--- config.mk ---
export PLATFORM = sky130hd
export DESIGN_NAME = spi_ram_master
export DESIGN_NICKNAME = d
export VERILOG_FILES = /design/src/rtl/spi_ram_master.sv
export SDC_FILE = /design/constraint.sdc
export NUM_CORES = 1
export LEC_CHECK = 0
export ABC_CLOCK_PERIOD_IN_PS = 6300
export BUFFER_PORTS_ARGS = -buffer_cell sky130_fd_sc_hd__buf_4
export CORE_MARGIN = 1
export CORE_UTILIZATION = 40
export DETAILED_ROUTE_END_ITERATION = 16
export HOLD_SLACK_MARGIN = 0.15
export PLACE_DENSITY = 0.57
export SLEW_MARGIN = 5
export SYNTH_ARGS = -nofsm -noshare
export SYNTH_HDL_FRONTEND = slang
export SYNTH_SLANG_ARGS = --single-unit
--- constraint.sdc ---
create_clock -name clk -period 6.3 [get_ports clk]
set_input_delay 0 -clock clk [delete_from_list [all_inputs] [get_ports clk]]
set_output_delay 0 -clock clk [all_outputs]
set_load 0.02 [all_outputs]
--- src/rtl/spi_ram_master.sv ---
// spi_ram_master: turns single host memory commands into SPI frames for the
// SPI slave + 256x8 RAM subsystem. A frame is a select bit (cmd_op[1]) followed
// by the 10-bit word {cmd_op, cmd_data}, MSB first. Read-data frames then wait
// RD_WAIT cycles for the slave/RAM turnaround and capture 8 MISO bits.
// Every output is registered from the next-state value, so outputs line up
// with the state they belong to.
module spi_ram_master #(
   parameter int RD_WAIT  = 2,   // legal 1..15
   parameter int IDLE_GAP = 1    // legal 1..15
) (
   input  logic       clk,
   input  logic       rst,
   input  logic       cmd_valid,
   output logic       cmd_ready,
   input  logic [1:0] cmd_op,
   input  logic [7:0] cmd_data,
   output logic       rsp_valid,
   output logic [7:0] rsp_data,
   output logic       busy,
   output logic       MOSI,
   input  logic       MISO,
   output logic       ss_n
);

   typedef enum logic [2:0] {
      S_IDLE  = 3'd0,
      S_SEL   = 3'd1,
      S_SHIFT = 3'd2,
      S_WAIT  = 3'd3,
      S_CAPT  = 3'd4,
      S_GAP   = 3'd5
   } state_t;

   // Down-counter reload values: a counter loaded with N-1 spans N cycles.
   localparam logic [3:0] RD_LOAD    = 4'(RD_WAIT - 1);
   localparam logic [3:0] GAP_LOAD   = 4'(IDLE_GAP - 1);
   localparam logic [3:0] SHIFT_LOAD = 4'd9;
   localparam logic [3:0] CAPT_LOAD  = 4'd7;

   state_t      state_reg, state_next;
   logic [3:0]  cnt_reg, cnt_next;
   logic [9:0]  frame_reg, frame_next;
   logic [7:0]  cap_reg, cap_next;
   logic        accept;

   logic        ss_n_reg, ss_n_next;
   logic        mosi_reg, mosi_next;
   logic        cmd_ready_reg, cmd_ready_next;
   logic        busy_reg, busy_next;
   logic        rsp_valid_reg, rsp_valid_next;
   logic [7:0]  rsp_data_reg, rsp_data_next;

   assign accept    = cmd_valid && (state_reg == S_IDLE);

   assign ss_n      = ss_n_reg;
   assign MOSI      = mosi_reg;
   assign cmd_ready = cmd_ready_reg;
   assign busy      = busy_reg;
   assign rsp_valid = rsp_valid_reg;
   assign rsp_data  = rsp_data_reg;

   // State, datapath and output registers; reset releases the bus at once.
   always_ff @(posedge clk or posedge rst) begin
      if (rst) begin
         state_reg     <= S_IDLE;
         cnt_reg       <= 4'd0;
         frame_reg     <= 10'd0;
         cap_reg       <= 8'd0;
         ss_n_reg      <= 1'b1;
         mosi_reg      <= 1'b0;
         cmd_ready_reg <= 1'b1;
         busy_reg      <= 1'b0;
         rsp_valid_reg <= 1'b0;
         rsp_data_reg  <= 8'h00;
      end else begin
         state_reg     <= state_next;
         cnt_reg       <= cnt_next;
         frame_reg     <= frame_next;
         cap_reg       <= cap_next;
         ss_n_reg      <= ss_n_next;
         mosi_reg      <= mosi_next;
         cmd_ready_reg <= cmd_ready_next;
         busy_reg      <= busy_next;
         rsp_valid_reg <= rsp_valid_next;
         rsp_data_reg  <= rsp_data_next;
      end
   end

   // Next-state, phase counter, frame latch and MISO capture shifting.
   always_comb begin
      state_next = state_reg;
      cnt_next   = cnt_reg;
      frame_next = frame_reg;
      cap_next   = cap_reg;
      unique case (state_reg)
         S_IDLE: begin
            if (accept) begin
               frame_next = {cmd_op, cmd_data};
               state_next = S_SEL;
            end
         end
         S_SEL: begin
            state_next = S_SHIFT;
            cnt_next   = SHIFT_LOAD;
         end
         S_SHIFT: begin
            if (cnt_reg == 4'd0) begin
               if (frame_reg[9:8] == 2'b11) begin
                  state_next = S_WAIT;
                  cnt_next   = RD_LOAD;
               end else begin
                  state_next = S_GAP;
                  cnt_next   = GAP_LOAD;
               end
            end else begin
               cnt_next = cnt_reg - 4'd1;
            end
         end
         S_WAIT: begin
            if (cnt_reg == 4'd0) begin
               state_next = S_CAPT;
               cnt_next   = CAPT_LOAD;
            end else begin
               cnt_next = cnt_reg - 4'd1;
            end
         end
         S_CAPT: begin
            cap_next = {cap_reg[6:0], MISO};
            if (cnt_reg == 4'd0) begin
               state_next = S_GAP;
               cnt_next   = GAP_LOAD;
            end else begin
               cnt_next = cnt_reg - 4'd1;
            end
         end
         S_GAP: begin
            if (cnt_reg == 4'd0) begin
               state_next = S_IDLE;
            end else begin
               cnt_next = cnt_reg - 4'd1;
            end
         end
         default: begin
            state_next = S_IDLE;
            cnt_next   = 4'd0;
         end
      endcase
   end

   // Output values for the coming cycle, decoded from the next state.
   always_comb begin
      ss_n_next      = 1'b1;
      mosi_next      = 1'b0;
      cmd_ready_next = 1'b0;
      busy_next      = 1'b1;
      rsp_valid_next = 1'b0;
      rsp_data_next  = rsp_data_reg;
      unique case (state_next)
         S_IDLE: begin
            cmd_ready_next = 1'b1;
            busy_next      = 1'b0;
         end
         S_SEL: begin
            ss_n_next = 1'b0;
            mosi_next = frame_next[9];
         end
         S_SHIFT: begin
            ss_n_next = 1'b0;
            mosi_next = frame_next[cnt_next];
         end
         S_WAIT, S_CAPT: begin
            ss_n_next = 1'b0;
         end
         default: begin
            ss_n_next = 1'b1;
         end
      endcase
      // The completed byte is published on the cycle the frame closes.
      if (state_reg == S_CAPT && state_next == S_GAP) begin
         rsp_valid_next = 1'b1;
         rsp_data_next  = cap_next;
      end
   end

endmodule

==> results of run 1 <==
-- power by group --
part | internal, mW | switching [mW] | total (mW)
Sequential | 0.319 | 0.0736 | 0.393
Clock | 0.101 | 0.0813 | 0.182
Combinational | 0.250 | 0.248 | 0.498
-- worst register-to-register path, delay by kind of cell, from the launching register on --
kind	cells	cell delay [ns]
muxes	2	0.49
buffers and inverters	2	0.21
and+or+nand+nor	1	0.33
AOI/OAI and AO/OA	3	0.85
adders and majority gates	2	0.56
DFF	1	0.42
-- cells by family (layout without fill, tap and decap cells) --
| family | Yosys count | after routing | synth area share (%) |
|---|---|---|---|
| compound gates | 22 | 22 | 10.18 |
| mux | 32 | 32 | 19.67 |
| buf+inv | 16 | 58 | 3.439 |
| simple gates | 33 | 33 | 11.69 |
| xor+xnor | 4 | 4 | 1.926 |
| fa+ha+maj | 3 | 3 | 2.063 |
| flops | 37 | 37 | 51.03 |
-- stage by stage --
stage	hold WS [ns]	power [mW]	cells	setup WS (ns)
after global placement	0.1368	0.8828	220	3.406
after floorplan	0.1167	0.7748	147	3.559
after CTS	0.4133	1.084	241	3.320
after global routing	0.4580	1.160	241	3.165
final	0.3871	1.073	241	3.316
after detailed placement	0.1556	0.8911	220	3.336
-- per-layer routing --
| metal | vias to the layer above | global-route usage, % | share of wire (%) | routed length (µm) |
|---|---|---|---|---|
| li1 | 606 | - | - | - |
| met1 | 598 | 20.68 | 45 | 1512 |
| met2 | 25 | 25.03 | 51 | 1701 |
| met3 | 2 | 3.488 | 2.9 | 98 |
| met4 | 0 | 4.082 | 0.39 | 13 |
| met5 | - | 0 | 0 | 0 |
-- synthesized netlist by cell type, drive strengths merged (3+ instances only) --
cell type	count	area, µm²
a21oi	5	25.02
ha	3	37.54
nor2b	4	25.02
mux2	27	307.8
mux2i	5	50.05
nor2	9	33.78
clkbuf	5	18.77
inv	9	33.78
nand2b	3	18.77
xnor2	3	26.28
dfrtp	35	875.8
-- what timing repair did --
item | in CTS | in global routing
hold buffers | 13 | 0
endpoints found under the hold margin | 50 | 0
setup endpoints to repair | 0 | 0
-- worst max-delay path by stage --
stage	endpoint	start	slack [ns]	cells after the start
2_1_floorplan	MOSI	cnt_reg[0]	3.56	10
3_3_place_gp	MOSI	cnt_reg[0]	3.41	10
3_5_place_dp	MOSI	cnt_reg[0]	3.34	10
4_1_cts	MOSI	cnt_reg[0]	3.32	10
5_1_grt	MOSI	cnt_reg[0]	3.17	10
6_report	MOSI	cnt_reg[0]	3.32	10
-- cell usage in the layout, fill, tap and decap left out, types with 2 or more instances in the layout --
master,instances
inv_1,8
mux2_2,26
nor2_1,9
xnor2_1,3
or3_1,2
o21bai_1,2
nand2_1,2
a32oi_1,2
dlygate4sd3_1,13
a21oi_1,5
dfrtp_1,35
nand2b_1,3
ha_1,3
dfstp_2,2
nor2b_1,4
mux2i_1,5
clkbuf_8,7
o22a_1,2
and2_1,2
buf_4,28
-- final cells by class --
type	count	area, µm²
fill	400	2053
sequential	37	928.4
multi-input combinational	94	828.3
timing repair buffer	41	340.3
clock buffer	7	96.34
tap	52	65.06
inverter	9	33.78
clock inverter	1	8.758
==> results.rst, run 1 <==
.. list-table::
   :header-rows: 1

   * - Metric
     - Value
   * - Post-synthesis instance total
     - 147
   * - Max-capacitance violation count
     - 0
   * - Via density
     - 5.108
   * - CTS tree
     - done
   * - Largest buffer count on any clock path
     - 2
   * - Tightest slew margin relative to the limit
     - 62.67%
   * - Starting utilization of the core area
     - 41.78%
   * - Drt drc
     - 0
   * - Fmax
     - 335.1 MHz
   * - Worst-path cell with the longest stage delay
     - a221oi_4
   * - Setup slack, reg-to-reg
     - 3.32 ns
   * - Placed inst area
     - 2066 µm²
   * - Number of post-CTS setup repair buffers
     - 0
   * - Via count of the first global-routing pass
     - 1243
   * - Post-synthesis instance area
     - 1819 µm²
   * - Yosys cell types
     - 44
   * - Critical register-to-register path endpoint
     - MOSI
   * - Final clock period utilization by the worst path
     - 47.37%
   * - DPL Wire Length
     - 2.365 mm
   * - Slew at the pin with the worst max-slew slack
     - 0.5600 ns
   * - Count of port buffers added during placement
     - 26
   * - Hold/Removal Path Class
     - input port to asynchronous set/reset pin
   * - Power per unit of standard cell area
     - 466.4 nW/µm²
   * - DIE AREA
     - 4822 µm²
   * - Max FO, Critical Path
     - 7
   * - Leak pwr
     - 1.088 nW
   * - Post-synth top flop
     - dfrtp_1
   * - Count of routing violations after the opening detailed-route iteration
     - 117
   * - Largest net degree at the start of global routing
     - 38
   * - Number of vias in the routed layout
     - 1231
   * - Final critical-path required period
     - 2.984 ns
   * - Total negative slack
     - 0 ns
   * - Global Route Usage Sum
     - 15.38%
   * - Worst-skew pair later-pin latency
     - 0.28 ns
   * - Clock Tree Root
     - clkbuf_8
   * - Final WL
     - 3.325 mm
   * - Fin Clk Skew
     - 0.005830 ns
   * - Type of the worst setup path
     - flip-flop to flip-flop
   * - Maximum vdd drop
     - 0.0002417 V
   * - Reg-to-reg startpoint
     - cnt_reg[0]
   * - Core area
     - 4354 µm²
   * - Async S/R FF share, synth
     - 100.0%
   * - Crit path DAT
     - 3.14 ns
   * - Top-Level Pins
     - 27
   * - Number of enable-type register cells in the synthesized netlist
     - 0
   * - Area growth from synthesis to final layout
     - 26.48%
   * - Std cell rows
     - 24
   * - Htree depth
     - 2
   * - Syn_area_per_cell
     - 12.38 µm²
   * - Outcome
     - complete, no violations
   * - Length in cells of the worst reg-to-reg path
     - 10
   * - Slowest cell delay on critical path
     - 0.49 ns
   * - CP Cell Sequence
     - inv_1 > ha_1 > nor3b_4 > inv_2 > ha_1 > mux2i_1 > a221oi_4 > mux2_2 > a32oi_1 > o311ai_2
   * - Wire length of the first global-routing pass
     - 5.961 mm
   * - Endpoint kind of the worst setup timing path
     - flip-flop
   * - Inserted Clock Buffers
     - 5
   * - CTS resizes
     - 0
   * - Routed wire length per instance
     - 13.80 µm
   * - Register bit total from synthesis
     - 37
   * - Final net count
     - 205
   * - Worst Path Buf+Inv
     - 2
   * - Hold Vio Cnt, Final
     - 0
   * - Clock-pin transition on the worst setup and hold timing paths
     - 0.07 ns
   * - Initial DRT Pass Iterations
     - 4
   * - Proportion of synthesized chip area in sequential cells
     - 51.03%
   * - Final standard cell utilization of the core
     - 52.84%
   * - CTS sink count
     - 37
   * - Largest register FFs
     - 10
   * - Max Transition Viols Final
     - 0
   * - Crit path launch type
     - flip-flop
   * - Synthesized net count
     - 164
   * - Initial antenna violation count
     - 0
   * - Final std cell area, no fill
     - 2301 µm²
   * - Total number of yosys warnings
     - 0
   * - Final setup violation count
     - 0
   * - Post-DRT Antenna Nets
     - 0
   * - Weighted congestion reported at the end of routability-driven placement
     - 0.8376
   * - Fraction of layout instances using a drive strength above 1
     - 37.57%
   * - Die Height
     - 69.44 µm
   * - Unrepaired setup endpoints after global routing
     - false
   * - Data required time at the worst endpoint
     - 6.45 ns
   * - Kind of cell adding the most delay to the critical path
     - compound AO/OA/AOI/OAI gates
   * - Residual overflow from global routing
     - 0
   * - CP dominant cell by count
     - ha_1
   * - N_diodes
     - 0
   * - Horizontal extent of the die
     - 69.44 µm
Power figures use the tool's default switching activity.
==> inputs of run 2 (changes only) <==
Settings changed: ABC_CLOCK_PERIOD_IN_PS 6300 to 2800.
Clock period 6.3 ns to 2.8 ns, I/O delays scaled along.
==> run 2 against run 1 <==
Effect of this change:
- routed wire length is 4.6% higher
- largest power group unchanged
- setup slack worse by 3.2 ns
- global-route usage up 0.59 points
- highest routed layer unchanged
- non-clock buffer count up 4
- register-to-register slack worse by 3.2 ns
==> results.rst, run 2 (synthesized netlist as in run 1, its figures left out) <==
.. list-table::
   :header-rows: 1

   * - Metric
     - Value
   * - Outcome
     - complete, no violations
   * - Final WL
     - 3.478 mm (+4.6%)
   * - Number of post-CTS setup repair buffers
     - 0 (unchanged)
   * - Post-DRT Antenna Nets
     - 0 (unchanged)
   * - Filler cell count
     - 375 (-6.3%)
   * - Share of power burned in combinational logic
     - 48.4% (+2.0 points)
   * - Final net count
     - 209 (+2.0%)
   * - Max-capacitance violation count
     - 0 (unchanged)
   * - Starting utilization of the core area
     - 41.78% (unchanged)
   * - Worst-path cell with the longest stage delay
     - dfrtp_1
   * - DIE AREA
     - 4822 µm² (unchanged)
   * - Count of routing violations after the opening detailed-route iteration
     - 39 (-67%)
   * - Global Route Usage Sum
     - 15.97% (+0.59 points)
   * - Routed wire length per instance
     - 14.20 µm (+2.9%)
   * - Post-placement worst setup slack
     - 0.04644 ns (-3.290 ns)
   * - CTS sink count
     - 37 (unchanged)
   * - CP dominant cell by count
     - mux2i_1
   * - Relative contribution of sequential cells to total power
     - 33.3% (-3.3 points)
   * - Met2 track utilization from global routing
     - 26.86% (+1.8 points)
   * - Top-Level Pins
     - 27 (unchanged)
   * - Initial antenna violation count
     - 0 (unchanged)
   * - Std cell rows
     - 24 (unchanged)
   * - Data required time at the worst endpoint
     - 2.99 ns (-3.46 ns)
   * - Leak pwr
     - 1.114 nW (+2.3%)
   * - Wire length of the first global-routing pass
     - 6.099 mm (+2.3%)
   * - Horizontal extent of the die
     - 69.44 µm (unchanged)
   * - Crit path DAT
     - 2.85 ns (-0.29 ns)
   * - Switching portion of total power
     - 36.60% (-0.97 points)
   * - Final clock period utilization by the worst path
     - 95.16% (+48 points)
   * - Endpoint kind of the worst setup timing path
     - flip-flop
   * - Combined area of the multi-input logic cells
     - 840.8 µm² (+1.5%)
   * - Core area
     - 4354 µm² (unchanged)
   * - Area taken by flip-flops and latches
     - 928.4 µm² (unchanged)
   * - Fin Clk Skew
     - 0.007002 ns (+0.001171 ns)
   * - Tightest slew margin relative to the limit
     - 61.51% (-1.2 points)
   * - Clock power frac
     - 18.3% (+1.3 points)
   * - Count of port buffers added during placement
     - 26 (unchanged)
   * - Int Pwr
     - 1.638 mW (+140%)
   * - DPL Wire Length
     - 2.544 mm (+7.5%)
   * - Worst-skew pair later-pin latency
     - 0.29 ns (about the same)
   * - Largest buffer count on any clock path
     - 2 (unchanged)
   * - N_diodes
     - 0 (unchanged)
   * - Weighted congestion reported at the end of routability-driven placement
     - 0.8747 (+4.4%)
   * - Power per unit of standard cell area
     - 1096 nW/µm² (+130%)
   * - Residual overflow from global routing
     - 0 (unchanged)
   * - Slew at the pin with the worst max-slew slack
     - 0.5767 ns (+0.01671 ns)
   * - Placed Cells incl. Taps
     - 224 (+1.8%)
   * - Met1 capacity usage during global routing
     - 19.83% (-0.85 points)
   * - Worst Setup Slack, final
     - 0.1354 ns (-3.181 ns)
   * - Global route hottest layer
     - met2
   * - Via count of the first global-routing pass
     - 1380 (+11%)
   * - Largest net degree at the start of global routing
     - 23 (-39%)
   * - Number of non-filler instances in the completed layout
     - 245 (+1.7%)
   * - Fmax
     - 375.3 MHz (+12%)
   * - Fraction of layout instances using a drive strength above 1
     - 38.86% (+1.3 points)
   * - Kind of cell adding the most delay to the critical path
     - compound AO/OA/AOI/OAI gates
   * - GR met3 Demand/Resource
     - 3.052% (-0.44 points)
   * - Max Transition Viols Final
     - 0 (unchanged)
   * - CP Cell Sequence
     - inv_1 > ha_4 > nor3b_4 > inv_2 > ha_1 > mux2i_1 > a221oi_4 > buf_6 > mux2i_1 > mux2_2 > o311ai_2
   * - Inserted Clock Buffers
     - 5 (unchanged)
   * - Final setup violation count
     - 0 (unchanged)
   * - Largest register FFs
     - 10 (unchanged)
   * - Htree depth
     - 2 (unchanged)
   * - Area growth from synthesis to final layout
     - 29.64%
   * - Clock Tree Root
     - clkbuf_8
   * - Max FO, Critical Path
     - 7 (unchanged)
   * - Type of the worst setup path
     - flip-flop to flip-flop
   * - Crit path launch type
     - flip-flop
   * - CTS tree
     - done
   * - Drt drc
     - 0 (unchanged)
   * - Via density
     - 5.204 (+1.9%)
   * - Switching power
     - 945.8 µW (+130%)
   * - Hold/Removal Path Class
     - input port to asynchronous set/reset pin
   * - Most used cells in the layout excluding fill and tap cells
     - 35 x dfrtp_1, 31 x buf_4, 26 x mux2_2, 13 x dlygate4sd3_1, 9 x nor2_1
   * - Maximum vdd drop
     - 0.0007082 V (+190%)
   * - Hold Vio Cnt, Final
     - 0 (unchanged)
   * - Leading cell type in the layout, fill and taps excluded
     - dfrtp_1
   * - Number of vias in the routed layout
     - 1275 (+3.6%)
   * - Final critical-path required period
     - 2.665 ns (-0.3195 ns)
   * - Initial DRT Pass Iterations
     - 4 (unchanged)
   * - Clock-pin transition on the worst setup and hold timing paths
     - 0.07 ns (about the same)
   * - Worst Path Buf+Inv
     - 3 (+1)
   * - Die Height
     - 69.44 µm (unchanged)
   * - Slowest cell delay on critical path
     - 0.42 ns (-0.07 ns)
-- run 2: worst paths after layout --
kind	end	start	depth (start not counted)	slack (ns)
worst max-delay path	MOSI	cnt_reg[0]	11	0.14
worst min-delay path	frame_reg[0]	rst	3	0.33
worst max register to register	MOSI	cnt_reg[0]	11	0.14
worst min register to register	frame_reg[0]	frame_reg[0]	1	0.50
max in group asynchronous	cmd_ready	rst	4	1.71
min in group clk	frame_reg[9]	cmd_op[1]	3	0.47
-- run 2: per-layer routing --
metal,wire length (µm),up-vias,share of wire [%]
li1,-,610,-
met1,1591,633,46
met2,1724,24,50
met3,98,8,2.8
met4,63,0,1.8
met5,0,-,0
-- run 2: cell type report --
class                      count  area share [%]
timing repair buffer          45           15.86
clock inverter                 1           1.273
sequential                    37           39.36
inverter                       9           1.432
multi-input combinational     94           35.65
clock buffer                   7           3.660
tap                           52           2.759
-- run 2: repair_timing --
action	CTS	global route
endpoints found under the setup margin	0	1
hold buffers	13	0
endpoints found under the hold margin	30	0
resized for setup	0	3
-- run 2: stage by stage --
step	util, %	area, µm²	power [mW]	setup TNS (ns)	hold WS, ns
after detailed placement	48.13	2096	2.061	0	0.1085
after global placement	48.13	2096	2.038	0	0.1063
final	54.17	2359	2.584	0	0.3323
after floorplan	-	1819	1.743	0	0.1167
after global routing	54.17	2359	2.769	-0.004972	0.4132
after CTS	53.79	2342	2.565	0	0.3609
-- run 2: worst reg2reg max path: cells and delay by family (launching register included) --
kind / cells / cell delay, ns
buffers and inverters: 3 / 0.42
adders and majority gates: 2 / 0.48
muxes: 3 / 0.46
DFF: 1 / 0.42
AOI/OAI and AO/OA: 2 / 0.57
and+or+nand+nor: 1 / 0.21
-- run 2: power groups by stage --
| stage | combinational [mW] | clock (mW) | sequential, mW |
|---|---|---|---|
| after detailed placement | 1.19 | 0 | 0.872 |
| after global routing | 1.37 | 0.511 | 0.890 |
| after global placement | 1.17 | 0 | 0.865 |
| after CTS | 1.22 | 0.487 | 0.862 |
| after floorplan | 0.885 | 0 | 0.859 |
| final | 1.25 | 0.472 | 0.862 |
